### src/rtl/axis_lat_mon.sv
// axis_lat_mon
//   Passive per-packet latency monitor for an AXI4-Stream loopback path.
//   Every TX end-of-packet is timestamped from a free-running 64-bit cycle
//   counter and queued. The next RX end-of-packet is paired with the oldest
//   queued timestamp, in order. The resulting latency updates count, sum,
//   min, max and last. A host reads the stats through a snapshot register set.
//
//   Optional feature: define AXIS_LAT_MON_HIST_EN to build an N_BINS latency
//   histogram. When it is undefined there are no bin registers and snap_hist
//   reads as zero.
//
// Ports
//   clk, rst_n            clock, asynchronous active-low reset
//   tx_mon_t{valid,ready,last}  TX tap (observed only, never driven)
//   rx_mon_t{valid,ready,last}  RX tap (observed only, never driven)
//   snap                  pulse: copy the live stats to the snap_* outputs
//   clr                   pulse: clear the live stats, timestamp FIFO and flags
//   snap_pkt_cnt/lat_sum  snapshot packet count and latency sum (64 bit)
//   snap_lat_min/max      snapshot min/max latency
//   lat_last              most recent latency (live)
//   inflight              timestamps currently queued (live)
//   overflow/underflow    sticky pairing-lost flags (live)
//   snap_hist             snapshot histogram, bin i at [32*i +: 32]

module axis_lat_mon #(
  parameter int HAS_READY  = 0,
  parameter int HAS_LAST   = 0,
  parameter int FIFO_DEPTH = 16,
  parameter int LAT_WIDTH  = 32,
  parameter int N_BINS     = 8,
  parameter int BIN_SHIFT  = 4
) (
  input  logic                          clk,
  input  logic                          rst_n,
  input  logic                          tx_mon_tvalid,
  input  logic                          tx_mon_tready,
  input  logic                          tx_mon_tlast,
  input  logic                          rx_mon_tvalid,
  input  logic                          rx_mon_tready,
  input  logic                          rx_mon_tlast,
  input  logic                          snap,
  input  logic                          clr,
  output logic [63:0]                   snap_pkt_cnt,
  output logic [63:0]                   snap_lat_sum,
  output logic [LAT_WIDTH-1:0]          snap_lat_min,
  output logic [LAT_WIDTH-1:0]          snap_lat_max,
  output logic [LAT_WIDTH-1:0]          lat_last,
  output logic [$clog2(FIFO_DEPTH):0]   inflight,
  output logic                          overflow,
  output logic                          underflow,
  output logic [N_BINS*32-1:0]          snap_hist
);

  localparam int AW = $clog2(FIFO_DEPTH);
  localparam int CW = AW + 1;
  // Largest representable latency; shifting by 64 yields 0, so this is all-ones for LAT_WIDTH=64.
  localparam logic [63:0] LAT_MAX = (64'd1 << LAT_WIDTH) - 64'd1;

  logic tx_rdy, tx_lst, rx_rdy, rx_lst;
  logic tx_eop, rx_eop;

  // Disabled handshake signals are forced to 1 so every beat/transfer counts.
  assign tx_rdy = (HAS_READY != 0) ? tx_mon_tready : 1'b1;
  assign rx_rdy = (HAS_READY != 0) ? rx_mon_tready : 1'b1;
  assign tx_lst = (HAS_LAST  != 0) ? tx_mon_tlast  : 1'b1;
  assign rx_lst = (HAS_LAST  != 0) ? rx_mon_tlast  : 1'b1;
  assign tx_eop = tx_mon_tvalid & tx_rdy & tx_lst;
  assign rx_eop = rx_mon_tvalid & rx_rdy & rx_lst;

  logic [63:0]          time_cnt;
  logic [63:0]          ts_mem [FIFO_DEPTH];
  logic [AW-1:0]        wr_ptr, rd_ptr;
  logic [CW-1:0]        fifo_cnt;
  logic                 fifo_empty, fifo_full;
  logic                 push, pop, bypass, ovf_evt, unf_evt, meas;
  logic [63:0]          lat_diff;
  logic [LAT_WIDTH-1:0] lat_meas;

  // Pairing decision. An EOP arriving on both sides while the FIFO is empty
  // pairs directly with zero latency. When the FIFO is full, a simultaneous
  // pop makes room for the push.
  always_comb begin
    fifo_empty = (fifo_cnt == '0);
    fifo_full  = (fifo_cnt == CW'(FIFO_DEPTH));
    bypass     = tx_eop & rx_eop & fifo_empty;
    pop        = rx_eop & ~fifo_empty;
    push       = tx_eop & ~bypass & (~fifo_full | rx_eop);
    ovf_evt    = tx_eop & ~rx_eop & fifo_full;
    unf_evt    = rx_eop & ~tx_eop & fifo_empty;
    meas       = pop | bypass;
    lat_diff   = time_cnt - ts_mem[rd_ptr];
    if (bypass) begin
      lat_meas = '0;
    end else if (lat_diff > LAT_MAX) begin
      lat_meas = '1;
    end else begin
      lat_meas = lat_diff[LAT_WIDTH-1:0];
    end
  end

  // Timestamp storage has no reset. Only entries between rd_ptr and wr_ptr are ever read.
  always_ff @(posedge clk) begin
    if (push && !clr) begin
      ts_mem[wr_ptr] <= time_cnt;
    end
  end

  logic                 upd_pend;
  logic [LAT_WIDTH-1:0] upd_lat;

  // Time base, FIFO pointers and sticky flags. A measured latency is staged
  // for one cycle in upd_pend/upd_lat before it reaches the statistics.
  always_ff @(posedge clk or negedge rst_n) begin
    if (!rst_n) begin
      time_cnt  <= '0;
      wr_ptr    <= '0;
      rd_ptr    <= '0;
      fifo_cnt  <= '0;
      overflow  <= 1'b0;
      underflow <= 1'b0;
      upd_pend  <= 1'b0;
      upd_lat   <= '0;
    end else begin
      time_cnt <= time_cnt + 64'd1;
      if (clr) begin
        wr_ptr    <= '0;
        rd_ptr    <= '0;
        fifo_cnt  <= '0;
        overflow  <= 1'b0;
        underflow <= 1'b0;
        upd_pend  <= 1'b0;
      end else begin
        if (push) wr_ptr <= wr_ptr + 1'b1;
        if (pop)  rd_ptr <= rd_ptr + 1'b1;
        fifo_cnt <= fifo_cnt + CW'(push) - CW'(pop);
        if (ovf_evt) overflow  <= 1'b1;
        if (unf_evt) underflow <= 1'b1;
        upd_pend <= meas;
        if (meas) upd_lat <= lat_meas;
      end
    end
  end

  assign inflight = fifo_cnt;

  logic                 apply;
  logic [63:0]          pkt_cnt, lat_sum, pkt_cnt_nx, lat_sum_nx;
  logic [LAT_WIDTH-1:0] lat_min, lat_max, lat_min_nx, lat_max_nx, lat_last_nx;

  // Next-state stats before any clear. The snapshot samples these values, so
  // an update landing in the snap cycle is included, and snap+clr captures
  // the pre-clear values. Once pairing is lost, updates are ignored.
  always_comb begin
    apply       = upd_pend & ~overflow & ~underflow;
    pkt_cnt_nx  = pkt_cnt;
    lat_sum_nx  = lat_sum;
    lat_min_nx  = lat_min;
    lat_max_nx  = lat_max;
    lat_last_nx = lat_last;
    if (apply) begin
      pkt_cnt_nx  = pkt_cnt + 64'd1;
      lat_sum_nx  = lat_sum + 64'(upd_lat);
      lat_min_nx  = (upd_lat < lat_min) ? upd_lat : lat_min;
      lat_max_nx  = (upd_lat > lat_max) ? upd_lat : lat_max;
      lat_last_nx = upd_lat;
    end
  end

  // Live stats and their snapshot copies. clr leaves the snapshot untouched.
  always_ff @(posedge clk or negedge rst_n) begin
    if (!rst_n) begin
      pkt_cnt      <= '0;
      lat_sum      <= '0;
      lat_min      <= '1;
      lat_max      <= '0;
      lat_last     <= '0;
      snap_pkt_cnt <= '0;
      snap_lat_sum <= '0;
      snap_lat_min <= '1;
      snap_lat_max <= '0;
    end else begin
      if (clr) begin
        pkt_cnt  <= '0;
        lat_sum  <= '0;
        lat_min  <= '1;
        lat_max  <= '0;
        lat_last <= '0;
      end else begin
        pkt_cnt  <= pkt_cnt_nx;
        lat_sum  <= lat_sum_nx;
        lat_min  <= lat_min_nx;
        lat_max  <= lat_max_nx;
        lat_last <= lat_last_nx;
      end
      if (snap) begin
        snap_pkt_cnt <= pkt_cnt_nx;
        snap_lat_sum <= lat_sum_nx;
        snap_lat_min <= lat_min_nx;
        snap_lat_max <= lat_max_nx;
      end
    end
  end

`ifdef AXIS_LAT_MON_HIST_EN
  localparam int BW = $clog2(N_BINS);

  logic [31:0]          hist    [N_BINS];
  logic [31:0]          hist_nx [N_BINS];
  logic [LAT_WIDTH-1:0] lat_shr;
  logic [BW-1:0]        bin;

  // Latencies at or past the last bin boundary are folded into the top bin.
  // Bin counters saturate instead of wrapping.
  always_comb begin
    lat_shr = upd_lat >> BIN_SHIFT;
    bin     = (lat_shr >= LAT_WIDTH'(N_BINS - 1)) ? BW'(N_BINS - 1) : lat_shr[BW-1:0];
    for (int i = 0; i < N_BINS; i++) begin
      hist_nx[i] = hist[i];
      if (apply && (bin == BW'(i)) && (hist[i] != '1)) begin
        hist_nx[i] = hist[i] + 32'd1;
      end
    end
  end

  // Histogram follows the same clear/snapshot rules as the other stats.
  always_ff @(posedge clk or negedge rst_n) begin
    if (!rst_n) begin
      for (int i = 0; i < N_BINS; i++) hist[i] <= '0;
      snap_hist <= '0;
    end else begin
      for (int i = 0; i < N_BINS; i++) begin
        hist[i] <= clr ? 32'd0 : hist_nx[i];
      end
      if (snap) begin
        for (int i = 0; i < N_BINS; i++) snap_hist[32*i +: 32] <= hist_nx[i];
      end
    end
  end
`else
  assign snap_hist = '0;
`endif

endmodule
### config.mk
export PLATFORM = sky130hd
export DESIGN_NAME = axis_lat_mon
export DESIGN_NICKNAME = d
export VERILOG_FILES = /design/src/rtl/axis_lat_mon.sv
export SDC_FILE = /design/constraint.sdc
export NUM_CORES = 2
export LEC_CHECK = 0
export CORE_ASPECT_RATIO = 1.4
export CORE_UTILIZATION = 50
export DETAILED_ROUTE_END_ITERATION = 16
export GPL_TIMING_DRIVEN = 0
export HOLD_SLACK_MARGIN = 0.1
export PLACE_DENSITY = 0.7
export SLEW_MARGIN = 20
export SYNTH_ARGS = -nofsm -noshare
export SYNTH_HDL_FRONTEND = slang
export SYNTH_SLANG_ARGS = --single-unit
### constraint.sdc
create_clock -name clk -period 8.1 [get_ports clk]
set_input_delay 1.62 -clock clk [delete_from_list [all_inputs] [get_ports clk]]
set_output_delay 1.62 -clock clk [all_outputs]
set_load 0.02 [all_outputs]
==> Word-level counts from Yosys, hierarchy flattened <==
Memories as Yosys holds them, arrays and structs flattened.
Index checks and enable logic that the tools add are counted.
{ "word_totals": {"ff_bits": 528, "ramBits": 1024, "input_bits": 10, "out_inout_bits": 487, "wordCells": 86, "mem_count": 1} }
{ "memory_table": {"columns": ["name", "words", "width", "read_ports", "rd_clocked_by_memory_dff", "wr", "line_no", "source"], "rows": [
  ["ts_mem", 16, 64, 1, 0, 1, "71", "logic [63:0] ts_mem [FIFO_DEPTH];"]
]} }
{ "classes": {"addsub": 8, "order_cmp": 3, "eq_ne": 1, "muxes": 26, "bitwise_logic": 21, "reduce_logical": 9} }
{ "ops": {"columns": ["cell", "count"], "rows": [
  ["32-bit 2-to-1 mux", 10],
  ["64-bit 2-to-1 mux", 4],
  ["64-bit by 1-bit adder with 64-bit output (second input constant)", 2],
  ["64-bit by 32-bit adder with 64-bit output", 1],
  ["64-bit by 32-bit greater-than comparator with 1-bit output (second input constant)", 1],
  ["64-bit subtractor", 1],
  ["32-bit greater-than comparator", 1],
  ["32-bit < comparator", 1],
  ["4-bit 2-to-1 mux", 4],
  ["1-bit bitwise AND", 11],
  ["2-bit nonzero test", 5],
  ["4-bit by 1-bit adder with 4-bit output (second input constant)", 2],
  ["1-bit inverter", 8],
  ["1-bit 2-to-1 mux", 7],
  ["5-bit by 1-bit adder with 5-bit output", 1],
  ["5-bit == test (second input constant)", 1],
  ["5-bit zero test", 1],
  ["5-bit 2-to-1 mux", 1],
  ["5-bit by 1-bit subtractor with 5-bit output", 1],
  ["1-bit OR", 2],
  ["2-bit AND reduction", 1],
  ["1-bit logical AND", 1],
  ["1-bit zero test", 1]
]} }

==> Longest topological paths before layout <==
{ "logic_depth": {"word_depth": 8, "depth_mapped": 22, "depth_no_buf": 15} }

==> Least setup slack after synthesis <==
OpenSTA, ideal clock, no wires.
{ "synth_path": {"kind": "reg2reg", "start": "reg rd_ptr[0]", "end": "reg upd_lat[0]", "setup_time_ps": 124, "arrival_time_ps": 6150, "t_required_ps": 7976, "path_slack_ps": 1826, "stages_incl_launch_ff": 21, "path_buffers": 5, "period_less_slack_ps": 6274, "cell_sequence": "dfrtp_1 -> clkbuf_1 -> clkbuf_1 -> buf_1 -> buf_1 -> mux4_2 -> mux4_2 -> ha_1 -> fa_1 -> nand2b_1 -> a21o_1 -> a21o_1 -> a311oi_2 -> nor3_1 -> o311ai_1 -> xor2_1 -> or4b_1 -> nor4_1 -> a31oi_2 -> buf_6 -> a211o_1"} }
{ "synth_between": {"elab_chain_cells": 5} }
{ "synth_lines": {"columns": ["item", "line_no", "source"], "rows": [
  ["from (decl)", "72", "logic [AW-1:0] wr_ptr, rd_ptr;"],
  ["from (signal assigned)", "134", "if (pop) rd_ptr <= rd_ptr + 1'b1;"],
  ["memory read 16 x 64 bit *", null, null],
  ["64-bit subtractor *", "91", "lat_diff = time_cnt - ts_mem[rd_ptr];"],
  ["64-bit by 32-bit greater-than comparator with 1-bit output", "94", "end else if (lat_diff > LAT_MAX) begin"],
  ["32-bit 2-to-1 mux *", "94", null],
  ["32-bit 2-to-1 mux *", "92", "if (bypass) begin"],
  ["to (signal assigned)", "139", "if (meas) upd_lat <= lat_meas;"],
  ["to (decl)", "109", "logic [LAT_WIDTH-1:0] upd_lat;"]
]} }
Every way passes the cells marked *; elsewhere a longest branch is shown, timed or not.
A chain may end at the register's enable or synchronous reset.

==> Final worst setup path <==
{ "layout_path": {"start": "reg rd_ptr[0]", "end": "reg upd_lat[7]"} }
The elaborated chain is that of the path after synthesis.

==> flow_results.xml <==
<?xml version="1.0" encoding="UTF-8"?>
<metrics>
  <group name="finish">
    <metric name="register_area" unit="um^2">44000</metric>
    <metric name="nets" unit="">5802</metric>
    <metric name="fillCellCount" unit="">10656</metric>
    <metric name="final_design_area_excluding_fillers" unit="um^2">81900</metric>
    <metric name="area_occupied_by_multi_input_gates" unit="um^2">23200</metric>
    <metric name="drive_above_1_share" unit="%">18.0</metric>
    <metric name="finalNonFillerCells" unit="">7533</metric>
    <metric name="syn2layout_area_growth" unit="%">17.6</metric>
  </group>
  <group name="worst_setup_path">
    <metric name="regToRegStartpoint" unit="">rd_ptr[0]</metric>
    <metric name="critPathMaxFanout" unit="">10</metric>
    <metric name="worstRegToRegCells" unit="">20</metric>
    <metric name="slowest_stage" unit="">nor3_2</metric>
    <metric name="cpPeakStageDelay" unit="ns">0.67</metric>
    <metric name="path_cells" unit="">clkbuf_1 &gt; buf_2 &gt; clkbuf_4 &gt; buf_2 &gt; mux4_2 &gt; mux4_2 &gt; inv_1 &gt; ha_1 &gt; a211oi_1 &gt; nor2_1 &gt; o41ai_1 &gt; a21oi_1 &gt; nor3_2 &gt; o21ai_0 &gt; nor4b_1 &gt; or4b_1 &gt; nor4_1 &gt; a31oi_2 &gt; buf_6 &gt; a221o_1</metric>
    <metric name="worstPathRequired" unit="ns">8.75</metric>
    <metric name="cp-start-kind" unit="">flip-flop</metric>
    <metric name="capturing_point_of_the_worst_reg2reg_path" unit="">upd_lat[7]</metric>
    <metric name="worstSetupPathType" unit="">reg2reg</metric>
    <metric name="end_kind" unit="">flip-flop</metric>
    <metric name="critical_path_arrival" unit="ns">8.36</metric>
    <metric name="ff2ff_setup_slack" unit="ns">0.39</metric>
  </group>
  <group name="cts">
    <metric name="clk_transition_reported_paths" unit="ns">0.06</metric>
    <metric name="cts_buffers" unit="">147</metric>
    <metric name="cts.sinks" unit="">1552</metric>
    <metric name="tritoncts" unit="">yes</metric>
    <metric name="clock_network_latency_to_the_later_pin_of_the_worst_skew_pair" unit="ns">0.79</metric>
    <metric name="number_of_h_tree_levels" unit="">4</metric>
    <metric name="clk_root_buffer_cell" unit="">clkbuf_16</metric>
    <metric name="post-cts-setup-buffer-count" unit="">0</metric>
    <metric name="clock_tree.buffer_depth" unit="">3</metric>
  </group>
  <group name="grt">
    <metric name="grt_util_all_layers" unit="%">26.7</metric>
    <metric name="global_route.overflow_total" unit="">0</metric>
    <metric name="number_of_antenna_violations_at_the_first_check_in_global_routing" unit="">2</metric>
    <metric name="grt_pass1_vias" unit="">43561</metric>
    <metric name="grt_max_degree" unit="">91</metric>
    <metric name="wire_length_of_the_first_global_routing_pass" unit="um">279000</metric>
  </group>
  <group name="placed_design">
    <metric name="dpl.hpwl" unit="um">136000</metric>
    <metric name="place_area" unit="um^2">77000</metric>
    <metric name="preCtsSetupSlack" unit="ns">-1.16</metric>
    <metric name="post-place-cells" unit="">7259</metric>
    <metric name="place.port_buffers" unit="">235</metric>
    <metric name="finalWeightedCongestion" unit="">0.948</metric>
  </group>
  <group name="synthesis">
    <metric name="synth_area_leader_cell" unit="">edfxtp_1</metric>
    <metric name="synthesis.instances" unit="">4903</metric>
    <metric name="netlist_top_cells_area" unit="">edfxtp_1, dfrtp_1, mux4_2, ha_1, nor2_1</metric>
    <metric name="synth_adder_area_share" unit="%">3.19</metric>
    <metric name="post_synth_num_cell_types" unit="">87</metric>
    <metric name="post_synth_and_or_nand_nor_area_fraction" unit="%">7.65</metric>
    <metric name="synth-xor-area-share" unit="%">2.90</metric>
    <metric name="yosys.area.top_type_share" unit="%">44.1</metric>
    <metric name="synth_compound_area_share" unit="%">6.44</metric>
    <metric name="syn-mean-instance-area" unit="um^2">14.2</metric>
    <metric name="synth.ff_latch_count" unit="">1552</metric>
    <metric name="synth_sequential_area_ratio" unit="%">63.2</metric>
    <metric name="yosys-mux-area-fraction" unit="%">11.6</metric>
    <metric name="async_reset_ff_share" unit="%">34.0</metric>
    <metric name="ys_dominant_reg_cell" unit="">edfxtp_1</metric>
    <metric name="syn-cell-area" unit="um^2">69700</metric>
    <metric name="largest_family_of_logic_cells_by_synthesized_area" unit="">multiplexers</metric>
    <metric name="synth_warnings" unit="">0</metric>
    <metric name="synth-edff-count" unit="">1024</metric>
  </group>
  <group name="power">
    <metric name="intPower" unit="W">0.0157</metric>
    <metric name="power.clock.fraction" unit="%">29.9</metric>
    <metric name="p_sw_share" unit="%">32.2</metric>
    <metric name="pwr_density_cell" unit="nW/um^2">283</metric>
    <metric name="irDropWorstVdd" unit="mV">0.208</metric>
    <metric name="combinationalPowerShare" unit="%">29.2</metric>
    <metric name="seq_power_share" unit="%">40.9</metric>
    <metric name="power.total" unit="W">0.0232</metric>
    <metric name="power_leakage" unit="nW">32.7</metric>
    <metric name="p_sw" unit="W">0.00746</metric>
  </group>
  <group name="timing">
    <metric name="setup_ws" unit="ns">0.395</metric>
    <metric name="finalHoldViolCount" unit="">0</metric>
    <metric name="slew_headroom" unit="%">25.9</metric>
    <metric name="timing.final.max_slew_violations" unit="">0</metric>
    <metric name="timing.setup.tns" unit="ns">0</metric>
    <metric name="finalClockSkew" unit="ns">0.0265</metric>
    <metric name="max_slew.worst_pin.slew" unit="ns">1.10</metric>
    <metric name="min_period" unit="ns">7.71</metric>
    <metric name="post-route-period-util" unit="%">95.1</metric>
    <metric name="rsz_0062_raised_after_global_routing" unit="">false</metric>
    <metric name="max_freq" unit="MHz">130</metric>
    <metric name="setup-violations-final" unit="">0</metric>
  </group>
  <group name="routing">
    <metric name="via_per_inst" unit="">5.74</metric>
    <metric name="ant_nets" unit="">0</metric>
    <metric name="drt_first_iter_violations" unit="">3902</metric>
    <metric name="post_drt_wl_per_cell" unit="um">25.0</metric>
    <metric name="detail_route.first_pass.iterations" unit="">6</metric>
    <metric name="routed-via-count" unit="">43255</metric>
    <metric name="detail_route.wirelength" unit="um">188000</metric>
    <metric name="drcViolationCount" unit="">0</metric>
  </group>
  <group name="floorplan">
    <metric name="fp.dieArea" unit="um^2">141000</metric>
    <metric name="core" unit="um^2">138000</metric>
    <metric name="initial_utilization" unit="%">50.5</metric>
    <metric name="floorplan.io_pins" unit="">497</metric>
    <metric name="placement_rows" unit="">161</metric>
    <metric name="chipHeight" unit="um">444</metric>
    <metric name="fp.dieW" unit="um">317</metric>
  </group>
  <group name="worst_hold_path">
    <metric name="worstHoldStart" unit="">snap_lat_min[11]</metric>
    <metric name="hold_path_end" unit="">snap_lat_min[11]</metric>
    <metric name="holdPathStages" unit="">2</metric>
    <metric name="min-delay-path-class" unit="">reg2reg</metric>
  </group>
  <group name="run_status">
    <metric name="status" unit="">finished clean</metric>
  </group>
  <group name="job">
    <metric name="maxCapViolCount" unit="">0</metric>
  </group>
</metrics>
[cell usage after synthesis, types with 46 or more instances]
cell type and instances:
a21o_1 78, a21oi_1 366, buf_4 256, clkbuf_1 177
dfrtp_1 464, dfstp_2 64, edfxtp_1 1024, ha_1 173
inv_1 174, mux2i_1 80, mux4_2 320, nand2_1 248
nand2b_1 46, nand3_1 71, nand4_1 76, nor2_1 524
o21ai_0 73, xnor2_1 142, xor2_1 89
[metal layers]
metal  up-vias  routed length, um  GRT usage, %
met3       409              10400          3.96
met1     22028              70200          31.8
li1      19194                  -             -
met4         2               8610          11.9
met5         -                 10             0
met2      1622              99100          47.9
[cells by family (layout without fill, tap and decap cells)]
| logic type | Yosys count | after routing |
|---|---|---|
| XOR/XNOR | 231 | 231 |
| multiplexers | 406 | 406 |
| AND/OR/NAND/NOR | 1168 | 1168 |
| buffers and inverters | 648 | 1229 |
| adder cells (fa/ha/maj) | 176 | 176 |
| flip-flops | 1552 | 1552 |
| other | 1 | 257 |
| AO/OA/AOI/OAI | 721 | 721 |
[power by group through the flow]
stage                     Combinational (W)  Clock, W  Sequential [W]
after detailed placement            0.00670         0         0.00964
after global placement              0.00654         0         0.00967
after floorplan                     0.00425         0         0.00971
after CTS                           0.00676   0.00702         0.00948
final                               0.00676   0.00693         0.00949
after global routing                0.00726   0.00729         0.00955
[how the worst max path moves through the flow]
stage	end	cells after the start	from
after floorplan	upd_lat[0]	20	rd_ptr[0]
after global placement	inflight[0]	1	rst_n
after detailed placement	upd_lat[2]	19	rd_ptr[0]
after CTS	upd_lat[7]	20	rd_ptr[0]
after global routing	upd_lat[7]	20	rd_ptr[0]
final	upd_lat[7]	20	rd_ptr[0]
[final cells by class]
type / count / share of cell area [%]
Sequential cell: 1552 / 53.8
Multi-Input combinational cell: 2958 / 28.4
Buffer: 474 / 3.52
Antenna cell: 1 / 0.00305
Clock inverter: 73 / 0.907
Inverter: 174 / 0.797
Tap cell: 1793 / 2.74
Timing Repair Buffer: 309 / 4.94
Clock buffer: 199 / 4.98
[layout by cell type, fill, tap and decap left out, types with 21 or more instances in the layout]
| master | n |
|---|---|
| inv_1 | 174 |
| nor2_1 | 508 |
| buf_2 | 22 |
| o21a_1 | 33 |
| ha_1 | 173 |
| buf_4 | 256 |
| clkbuf_16 | 151 |
| mux2i_1 | 80 |
| buf_12 | 37 |
| mux4_2 | 320 |
| nand2_1 | 248 |
| xor2_1 | 89 |
| nor3_1 | 43 |
| a221o_1 | 31 |
| conb_1 | 256 |
| nand4_1 | 76 |
| and3_1 | 33 |
| nor2b_1 | 24 |
| clkdlybuf4s50_1 | 234 |
| edfxtp_1 | 1024 |
| clkbuf_1 | 193 |
| xnor2_1 | 142 |
| dfstp_2 | 64 |
| dfrtp_1 | 464 |
| nand3_1 | 71 |
| a21o_1 | 78 |
| o21ai_0 | 73 |
| a21oi_1 | 366 |
| buf_16 | 32 |
| clkinv_1 | 21 |
| nand2b_1 | 46 |
[sequential cells by signal (all words and copies together), names as in the netlist]
register,flops
upd_lat,32
lat_last,32
lat_sum,64
inflight,5
ts_mem,1024
overflow,1
wr_ptr,4
snap_lat_min,32
snap_lat_max,32
rd_ptr,4
time_cnt,64
underflow,1
lat_min,32
lat_max,32
pkt_cnt,64
snap_pkt_cnt,64
snap_lat_sum,64
upd_pend,1
[metrics by stage]
stage	hold slack (ns)	util, %
floorplan	0.498	-
global placement	0.481	54.6
detailed placement	0.479	55.9
CTS	0.491	59.4
global route	0.510	59.5
finish	0.489	59.5
[what timing repair did]
| action | in CTS | in global routing |
|---|---|---|
| hold buffers | 0 | 0 |
| endpoints found under the setup margin | 32 | 32 |
| resized for setup | 15 | 18 |
[worst max-delay path: cells and delay by family, from the launching register on]
| kind | cells | cell delay [ns] |
|---|---|---|
| AOI/OAI and AO/OA | 6 | 1.94 |
| buffers and inverters | 6 | 2.14 |
| muxes | 2 | 1.07 |
| DFF | 1 | 0.35 |
| and+or+nand+nor | 5 | 1.78 |
| adders and majority gates | 1 | 0.29 |
Power figures use the tool's default switching activity.
